**src/rtl/ps2_game_pkg.sv**
```systemverilog
`default_nettype none
// ============================================================================
// Module  : ps2_game_pkg
// Purpose : Shared constants for the PS/2 game input front end. Holds the
//           Set-2 scan codes, the direction encoding, the held-key indices,
//           the receiver state type and the scan-code lookup helpers.
// Ports   : none (package)
// Rev     : 1.0  initial release
// ============================================================================
package ps2_game_pkg;

  // Set-2 scan codes
  localparam logic [7:0] SC_E0        = 8'hE0;
  localparam logic [7:0] SC_F0        = 8'hF0;
  localparam logic [7:0] SC_W         = 8'h1D;
  localparam logic [7:0] SC_D         = 8'h23;
  localparam logic [7:0] SC_S         = 8'h1B;
  localparam logic [7:0] SC_A         = 8'h1C;
  localparam logic [7:0] SC_UP_EXT    = 8'h75;
  localparam logic [7:0] SC_RIGHT_EXT = 8'h74;
  localparam logic [7:0] SC_DOWN_EXT  = 8'h72;
  localparam logic [7:0] SC_LEFT_EXT  = 8'h6B;
  localparam logic [7:0] SC_J         = 8'h3B;
  localparam logic [7:0] SC_K         = 8'h42;
  localparam logic [7:0] SC_ENTER     = 8'h5A;

  // Direction encoding presented on o_dir
  localparam logic [1:0] DIR_UP    = 2'd0;
  localparam logic [1:0] DIR_RIGHT = 2'd1;
  localparam logic [1:0] DIR_DOWN  = 2'd2;
  localparam logic [1:0] DIR_LEFT  = 2'd3;

  // Held-key indices. The eight direction keys come first and their low two
  // bits equal the DIR_* code of the direction they steer, so a direction
  // key's direction is simply idx[1:0].
  localparam int         NUM_KEYS     = 12;
  localparam logic [3:0] KEY_W        = 4'd0;
  localparam logic [3:0] KEY_D        = 4'd1;
  localparam logic [3:0] KEY_S        = 4'd2;
  localparam logic [3:0] KEY_A        = 4'd3;
  localparam logic [3:0] KEY_UP_X     = 4'd4;
  localparam logic [3:0] KEY_RIGHT_X  = 4'd5;
  localparam logic [3:0] KEY_DOWN_X   = 4'd6;
  localparam logic [3:0] KEY_LEFT_X   = 4'd7;
  localparam logic [3:0] KEY_J        = 4'd8;
  localparam logic [3:0] KEY_K        = 4'd9;
  localparam logic [3:0] KEY_ENTER    = 4'd10;
  localparam logic [3:0] KEY_ENTER_X  = 4'd11;
  localparam logic [3:0] NUM_DIR_KEYS = 4'd8;

  typedef enum logic [1:0] {
    RX_IDLE   = 2'd0,
    RX_DATA   = 2'd1,
    RX_PARITY = 2'd2,
    RX_STOP   = 2'd3
  } rx_state_e;

  typedef struct packed {
    logic       hit;
    logic [3:0] idx;
  } key_hit_t;

  // Map a (prefix, code) pair onto a held-key index.
  function automatic key_hit_t key_lookup(input logic ext, input logic [7:0] code);
    key_hit_t r;
    r.hit = 1'b1;
    r.idx = KEY_W;
    if (!ext) begin
      case (code)
        SC_W:     r.idx = KEY_W;
        SC_D:     r.idx = KEY_D;
        SC_S:     r.idx = KEY_S;
        SC_A:     r.idx = KEY_A;
        SC_J:     r.idx = KEY_J;
        SC_K:     r.idx = KEY_K;
        SC_ENTER: r.idx = KEY_ENTER;
        default:  r.hit = 1'b0;
      endcase
    end else begin
      case (code)
        SC_UP_EXT:    r.idx = KEY_UP_X;
        SC_RIGHT_EXT: r.idx = KEY_RIGHT_X;
        SC_DOWN_EXT:  r.idx = KEY_DOWN_X;
        SC_LEFT_EXT:  r.idx = KEY_LEFT_X;
        SC_ENTER:     r.idx = KEY_ENTER_X;
        default:      r.hit = 1'b0;
      endcase
    end
    return r;
  endfunction

  // One bit per direction, set when the letter or the arrow key is held.
  function automatic logic [3:0] dirs_held(input logic [NUM_KEYS-1:0] held);
    logic [3:0] d;
    d[DIR_UP]    = held[KEY_W] | held[KEY_UP_X];
    d[DIR_RIGHT] = held[KEY_D] | held[KEY_RIGHT_X];
    d[DIR_DOWN]  = held[KEY_S] | held[KEY_DOWN_X];
    d[DIR_LEFT]  = held[KEY_A] | held[KEY_LEFT_X];
    return d;
  endfunction

  function automatic logic [1:0] lowest_dir(input logic [3:0] d);
    logic [1:0] r;
    if (d[DIR_UP])         r = DIR_UP;
    else if (d[DIR_RIGHT]) r = DIR_RIGHT;
    else if (d[DIR_DOWN])  r = DIR_DOWN;
    else                   r = DIR_LEFT;
    return r;
  endfunction

endpackage
`default_nettype wire

```
**src/rtl/ps2_game_input_rx.sv**
```systemverilog
`default_nettype none
// ============================================================================
// Module  : ps2_rx
// Purpose : PS/2 device-to-host frame receiver. Synchronises both pins,
//           detects PS/2 clock falling edges, shifts in start/8 data/parity/
//           stop and checks odd parity and the stop bit. A frame stalled for
//           FRAME_TIMEOUT clk cycles is abandoned.
// Ports   : clk, rst          - game clock, synchronous active-high reset
//           ps2_clk_i         - raw PS/2 clock pin (asynchronous)
//           ps2_data_i        - raw PS/2 data pin (asynchronous)
//           byte_valid_o      - 1-cycle strobe, byte_data_o holds the byte
//           byte_data_o[7:0]  - last good byte
//           frame_err_o       - 1-cycle strobe on parity/stop/timeout error
// Rev     : 1.0  initial release
// ============================================================================
module ps2_rx
  import ps2_game_pkg::*;
#(
  parameter int FRAME_TIMEOUT = 50000,
  parameter int TO_WIDTH      = 16
) (
  input  logic       clk,
  input  logic       rst,
  input  logic       ps2_clk_i,
  input  logic       ps2_data_i,
  output logic       byte_valid_o,
  output logic [7:0] byte_data_o,
  output logic       frame_err_o
);

  localparam logic [TO_WIDTH-1:0] TO_LIMIT = TO_WIDTH'(FRAME_TIMEOUT);
  localparam logic [TO_WIDTH-1:0] TO_ONE   = TO_WIDTH'(1);

  logic                clk_s1_q, clk_s2_q, clk_prev_q;
  logic                dat_s1_q, dat_s2_q;
  logic                fall;
  rx_state_e           state_q, state_d;
  logic [2:0]          bit_cnt_q, bit_cnt_d;
  logic [7:0]          shift_q, shift_d;
  logic [7:0]          data_q, data_d;
  logic                par_q, par_d;
  logic                valid_q, valid_d;
  logic                err_q, err_d;
  logic [TO_WIDTH-1:0] to_cnt_q, to_cnt_d;

  // First cycle in which the synchronised PS/2 clock reads low after high.
  assign fall = clk_prev_q & ~clk_s2_q;

  always_comb begin
    state_d   = state_q;
    bit_cnt_d = bit_cnt_q;
    shift_d   = shift_q;
    par_d     = par_q;
    data_d    = data_q;
    valid_d   = 1'b0;
    err_d     = 1'b0;
    to_cnt_d  = '0;
    if (fall) begin
      case (state_q)
        RX_IDLE: begin
          // A high data line here is line noise, not a start bit.
          if (!dat_s2_q) begin
            state_d   = RX_DATA;
            bit_cnt_d = 3'd0;
          end
        end
        RX_DATA: begin
          shift_d   = {dat_s2_q, shift_q[7:1]};
          bit_cnt_d = bit_cnt_q + 3'd1;
          if (bit_cnt_q == 3'd7) state_d = RX_PARITY;
        end
        RX_PARITY: begin
          par_d   = dat_s2_q;
          state_d = RX_STOP;
        end
        default: begin
          state_d = RX_IDLE;
          if (dat_s2_q && (^{shift_q, par_q})) begin
            valid_d = 1'b1;
            data_d  = shift_q;
          end else begin
            err_d = 1'b1;
          end
        end
      endcase
    end else if (state_q != RX_IDLE) begin
      if (to_cnt_q == TO_LIMIT) begin
        state_d = RX_IDLE;
        err_d   = 1'b1;
      end else begin
        to_cnt_d = to_cnt_q + TO_ONE;
      end
    end
  end

  always_ff @(posedge clk) begin
    if (rst) begin
      // Pins idle high; presetting the synchroniser avoids a false edge.
      clk_s1_q   <= 1'b1;
      clk_s2_q   <= 1'b1;
      clk_prev_q <= 1'b1;
      dat_s1_q   <= 1'b1;
      dat_s2_q   <= 1'b1;
      state_q    <= RX_IDLE;
      bit_cnt_q  <= 3'd0;
      shift_q    <= 8'd0;
      data_q     <= 8'd0;
      par_q      <= 1'b0;
      valid_q    <= 1'b0;
      err_q      <= 1'b0;
      to_cnt_q   <= '0;
    end else begin
      clk_s1_q   <= ps2_clk_i;
      clk_s2_q   <= clk_s1_q;
      clk_prev_q <= clk_s2_q;
      dat_s1_q   <= ps2_data_i;
      dat_s2_q   <= dat_s1_q;
      state_q    <= state_d;
      bit_cnt_q  <= bit_cnt_d;
      shift_q    <= shift_d;
      data_q     <= data_d;
      par_q      <= par_d;
      valid_q    <= valid_d;
      err_q      <= err_d;
      to_cnt_q   <= to_cnt_d;
    end
  end

  assign byte_valid_o = valid_q;
  assign byte_data_o  = data_q;
  assign frame_err_o  = err_q;

endmodule
`default_nettype wire

```
**src/rtl/ps2_game_input.sv**
```systemverilog
`default_nettype none
// ============================================================================
// Module  : ps2_game_input
// Purpose : PS/2 keyboard front end for the game core. Decodes Set-2
//           make/break codes (E0/F0 prefixes) into held-key state and drives
//           the game's start/direction/attack/defend inputs.
// Ports   : clk, rst      - game clock, synchronous active-high reset
//           i_ps2_clk     - raw PS/2 clock pin
//           i_ps2_data    - raw PS/2 data pin
//           o_start       - 1-cycle pulse on Enter press
//           o_dir[1:0]    - 00 up, 01 right, 10 down, 11 left
//           o_move        - high while any direction key is held
//           o_attack      - 1-cycle pulse on J press
//           o_defend      - high while K is held
//           o_frame_err   - 1-cycle pulse on parity/stop/timeout error
// Rev     : 1.0  initial release
// ============================================================================
module ps2_game_input
  import ps2_game_pkg::*;
#(
  parameter int FRAME_TIMEOUT = 50000,
  parameter int TO_WIDTH      = 16
) (
  input  logic       clk,
  input  logic       rst,
  input  logic       i_ps2_clk,
  input  logic       i_ps2_data,
  output logic       o_start,
  output logic [1:0] o_dir,
  output logic       o_move,
  output logic       o_attack,
  output logic       o_defend,
  output logic       o_frame_err
);

  logic                rx_valid;
  logic [7:0]          rx_byte;
  logic                rx_err;
  key_hit_t            key_hit;
  logic                is_dir_key;

  logic [NUM_KEYS-1:0] held_q, held_d;
  logic [1:0]          dir_q, dir_d;
  logic                ext_q, ext_d;
  logic                brk_q, brk_d;
  logic                start_q, start_d;
  logic                attack_q, attack_d;
  logic                move_q, move_d;
  logic                rel_dir;
  logic [3:0]          dir_held_d;

  ps2_rx #(
    .FRAME_TIMEOUT (FRAME_TIMEOUT),
    .TO_WIDTH      (TO_WIDTH)
  ) u_rx (
    .clk          (clk),
    .rst          (rst),
    .ps2_clk_i    (i_ps2_clk),
    .ps2_data_i   (i_ps2_data),
    .byte_valid_o (rx_valid),
    .byte_data_o  (rx_byte),
    .frame_err_o  (rx_err)
  );

  assign key_hit    = key_lookup(ext_q, rx_byte);
  assign is_dir_key = (key_hit.idx < NUM_DIR_KEYS);

  always_comb begin
    held_d     = held_q;
    dir_d      = dir_q;
    ext_d      = ext_q;
    brk_d      = brk_q;
    start_d    = 1'b0;
    attack_d   = 1'b0;
    rel_dir    = 1'b0;
    dir_held_d = 4'd0;
    move_d     = 1'b0;
    if (rx_err) begin
      // A lost byte may have been a prefix; drop any half-built sequence.
      ext_d = 1'b0;
      brk_d = 1'b0;
    end else if (rx_valid) begin
      if (rx_byte == SC_E0) begin
        ext_d = 1'b1;
      end else if (rx_byte == SC_F0) begin
        brk_d = 1'b1;
      end else begin
        ext_d = 1'b0;
        brk_d = 1'b0;
        if (key_hit.hit) begin
          if (!brk_q && !held_q[key_hit.idx]) begin
            // Only a genuine press acts; typematic repeats fall through.
            held_d[key_hit.idx] = 1'b1;
            attack_d = (key_hit.idx == KEY_J);
            start_d  = (key_hit.idx == KEY_ENTER) || (key_hit.idx == KEY_ENTER_X);
            if (is_dir_key) dir_d = key_hit.idx[1:0];
          end else if (brk_q && held_q[key_hit.idx]) begin
            held_d[key_hit.idx] = 1'b0;
            rel_dir = is_dir_key;
          end
        end
      end
    end
    dir_held_d = dirs_held(held_d);
    move_d     = |dir_held_d;
    // Releasing the steering direction hands over to the lowest-coded
    // direction still held; with nothing held o_dir keeps its last value.
    if (rel_dir && !dir_held_d[dir_q] && move_d) dir_d = lowest_dir(dir_held_d);
  end

  always_ff @(posedge clk) begin
    if (rst) begin
      held_q   <= '0;
      dir_q    <= DIR_UP;
      ext_q    <= 1'b0;
      brk_q    <= 1'b0;
      start_q  <= 1'b0;
      attack_q <= 1'b0;
      move_q   <= 1'b0;
    end else begin
      held_q   <= held_d;
      dir_q    <= dir_d;
      ext_q    <= ext_d;
      brk_q    <= brk_d;
      start_q  <= start_d;
      attack_q <= attack_d;
      move_q   <= move_d;
    end
  end

  assign o_start     = start_q;
  assign o_dir       = dir_q;
  assign o_move      = move_q;
  assign o_attack    = attack_q;
  assign o_defend    = held_q[KEY_K];
  assign o_frame_err = rx_err;

endmodule
`default_nettype wire

```
**config.mk**
```make
export PLATFORM = sky130hd
export DESIGN_NAME = ps2_game_input
export DESIGN_NICKNAME = d
export VERILOG_FILES = /design/src/rtl/ps2_game_pkg.sv /design/src/rtl/ps2_game_input_rx.sv /design/src/rtl/ps2_game_input.sv
export SDC_FILE = /design/constraint.sdc
export NUM_CORES = 1
export LEC_CHECK = 0
export CAP_MARGIN = 20
export CORE_MARGIN = 10
export CORE_UTILIZATION = 55
export CTS_BUF_LIST = sky130_fd_sc_hd__clkbuf_2
export DETAILED_ROUTE_END_ITERATION = 7
export PLACE_DENSITY = 0.76
export SYNTH_ARGS = -nofsm -noshare
export SYNTH_HDL_FRONTEND = slang
export SYNTH_SLANG_ARGS = --single-unit
export TNS_END_PERCENT = 10
```
**constraint.sdc**
```tcl
create_clock -name clk -period 12.79 [get_ports clk]
set_clock_uncertainty 0.1 [all_clocks]
set_input_delay 2.558 -clock clk [delete_from_list [all_inputs] [get_ports clk]]
set_output_delay 2.558 -clock clk [all_outputs]
set_load 0.005 [all_outputs]
```
==> flow_summary.json <==
{
  "initial_core_util": 0.566,
  "ys.warnings.count": 0,
  "async_flop_share": 0,
  "sequentialPowerShare": 0.539,
  "grt_max_degree": 50,
  "synth_top_area_share": 0.356,
  "ios": 11,
  "cts_resized": 0,
  "final_util": 0.610,
  "avgRoutedWirePerCell_um": 15.6,
  "yosys-mux-area-fraction": 0.0466,
  "ys_seq_elements": 64,
  "cts_buffers": 9,
  "num_vias": 3027,
  "hold_ws_ns": 0.337,
  "synthTopCellsByArea": "dfxtp_1 36%, nor2_1 5.4%, nand2_1 3.9%",
  "clk_latency_ns": 0.52,
  "intPower_uw": 290,
  "outcome": "finished, final reports clean",
  "peakVddDrop_mv": 0.0974,
  "clk_pin_slew_ns": 0.20,
  "synth_xor_area_frac": 0.0536,
  "reg2reg_from": "u_rx.byte_data_o[2]",
  "htreeDepth": 3,
  "hold_end": "u_rx.clk_s2_q",
  "grt_setup_unrepaired": "false",
  "layout-drive-gt1-share": 0.0977,
  "viasPerCell": 5.97,
  "grt_first_pass_wirelength_um": 13300,
  "slew_headroom": 0.497,
  "core_area_mm2": 0.00635,
  "period_minus_slack_ns": 5.43,
  "avgSynthCellArea_um2": 8.54,
  "clockPowerShare": 0.434,
  "gp_congestion": 0.917,
  "num_rows": 29,
  "critical_path.max_fanout": 9,
  "cts.sinks": 64,
  "maxCapViolCount": 0,
  "synth_area_mm2": 0.00359,
  "setup_viol": 0,
  "fp.dieW_um": 101,
  "power.share.combinational": 0.027,
  "sw_frac_of_total": 0.227,
  "holdPathStages": 1,
  "place_area_mm2": 0.00371,
  "required_ns": 13.11,
  "grtUsageTotal": 0.159,
  "finalHoldViolations": 0,
  "fillCellCount": 594,
  "final.setup.tns_ns": 0,
  "ys_seq_area_frac": 0.356,
  "antenna_found_initial": 0,
  "finalMaxSlewViolations": 0,
  "insertedDiodeCount": 0,
  "crit_start": "u_rx.byte_data_o[2]",
  "critical_path_class": "reg -> reg",
  "synthSimpleGateAreaFrac": 0.294,
  "worstPathArrival_ns": 5.75,
  "tritoncts": "yes",
  "p_sw_uw": 85.4,
  "post-synth-top-count-cell": "dfxtp_1",
  "hpwlAfterDp_um": 5810,
  "grt.overflow.total": 0,
  "synth_compound_area_frac": 0.171,
  "synthCells": 421,
  "leakagePower_nw": 1.40,
  "first_pass_iters": 4,
  "synth-edff-count": 0,
  "dieArea_mm2": 0.0102,
  "dp.cells": 491,
  "tightestPinTransition_ns": 0.748,
  "dieHeight_um": 101,
  "yosysTopAreaCell": "dfxtp_1",
  "numPortBuffers": 10,
  "root_buffer": "clkbuf_2",
  "synthAdderAreaFrac": 0.0383,
  "min_from": "u_rx.clk_s1_q",
  "cellPowerDensity_mw_per_mm2": 97.0,
  "min_path_type": "reg -> reg",
  "syn_nets": 436,
  "synth_top_cells_by_count": "64 x dfxtp_1, 52 x nor2_1, 37 x nand2_1",
  "grt_pass1_vias": 2897,
  "final_area_mm2": 0.00387,
  "ant_nets": 0,
  "worstReg2RegEnd": "o_dir[0]",
  "wl_um": 7910,
  "drc_errors": 0,
  "synth_cell_types": 78,
  "place_ws_ns": 7.41,
  "worst_r2r_path_depth": 16,
  "final_cells": 507,
  "synth_top_family_by_area": "simple AND/OR/NAND/NOR gates",
  "ctsHoldBuffers": 0,
  "setup_ws_ns": 7.36,
  "p_total_uw": 376,
  "ys.flop_type": "dfxtp_1",
  "area_growth_pct": 7.76,
  "clockBufferDepth": 2,
  "clock.fmax_ghz": 0.184,
  "postCtsSetupBuffers": 0,
  "final_nets": 440,
  "fin_crit_sh": 0.425,
  "startpoint_type": "flop",
  "critPathCaptureType": "flop",
  "rrSetupSlack_ns": 7.36,
  "drtIter0Drc": 163
}
-- worst max path at each step --
stage	end	slack, ns	cells after the start
floorplan	o_dir[0]	8.03	16
global placement	o_dir[0]	7.58	16
detailed placement	o_dir[1]	7.41	16
CTS	o_dir[0]	7.37	16
global route	o_dir[0]	6.88	16
finish	o_dir[0]	7.36	16
-- critical path, cell delays in order, from the launching register on --
cell and delay, ns:
dfxtp_1 0.52, or3b_1 0.41, a2111oi_2 0.46, nor2_1 0.12, o21ai_0 0.46, nor3_1 0.10
nor3_1 0.22, nor2_1 0.07, o211ai_1 0.21, ha_1 0.32, nand2_1 0.25, or4b_1 0.56
a22oi_1 0.26, o311ai_2 0.20, mux4_2 0.51, nor3_2 0.25, mux2_1 0.34
-- metal layers --
| metal | vias to the layer above | part of all wire | track usage |
|---|---|---|---|
| met5 | - | 0 | 0 |
| met4 | 0 | 0.027 | 0.0848 |
| met3 | 23 | 0.033 | 0.0384 |
| met2 | 47 | 0.50 | 0.268 |
| met1 | 1442 | 0.44 | 0.181 |
| li1 | 1515 | - | - |
-- final cells by class --
cell class                 count  area (um^2)  area share
clock buffer                   9         45.0      0.0116
clock inverter                 7          120      0.0310
inverter                      13         48.8      0.0126
multi-input combinational    325         2170       0.559
sequential                    64         1280       0.331
tap                           77         96.3      0.0249
timing repair buffer          12          115      0.0297
-- power groups by stage --
stage | clock network, mW | registers, mW | logic [mW]
floorplan | 0 | 0.206 | 0.00663
global placement | 0 | 0.207 | 0.00982
detailed placement | 0 | 0.207 | 0.00997
CTS | 0.167 | 0.203 | 0.0100
global route | 0.175 | 0.203 | 0.0111
finish | 0.163 | 0.203 | 0.00999
-- kinds of logic after synthesis --
group / Yosys count
fa+ha+maj: 11
mux: 15
flops: 64
compound gates: 79
buf+inv: 32
simple gates: 198
xor+xnor: 22
-- state kept, by name, indices dropped and copies added, names as in the netlist --
signal / count
o_start: 1
held_q: 12
u_rx.dat_s2_q: 1
u_rx.bit_cnt_q: 3
o_attack: 1
u_rx.shift_q: 8
u_rx.state_q: 2
u_rx.par_q: 1
u_rx.clk_s2_q: 1
u_rx.clk_prev_q: 1
u_rx.dat_s1_q: 1
ext_q: 1
u_rx.frame_err_o: 1
o_dir: 2
u_rx.byte_valid_o: 1
u_rx.clk_s1_q: 1
o_move: 1
u_rx.byte_data_o: 8
u_rx.to_cnt_q: 16
brk_q: 1
-- cell usage in the layout, fill, tap and decap left out, types with 3 or more instances in the layout --
master	n
xnor2_1	14
dfxtp_1	64
nor4_1	3
inv_1	13
or3_1	7
nand2b_1	10
or4b_1	3
ha_1	11
bufinv_16	3
xor2_1	8
clkinv_4	3
nand2_1	37
and3_1	5
nor2b_1	4
a21oi_1	27
o21ai_0	6
clkbuf_2	9
nand3_1	27
o211ai_1	4
a22oi_1	4
mux2i_1	10
nor3_1	19
nor2_1	52
clkdlybuf4s50_1	10
nand4_1	3
or2_2	5
Note: power is estimated with default switching activity, not from simulation.
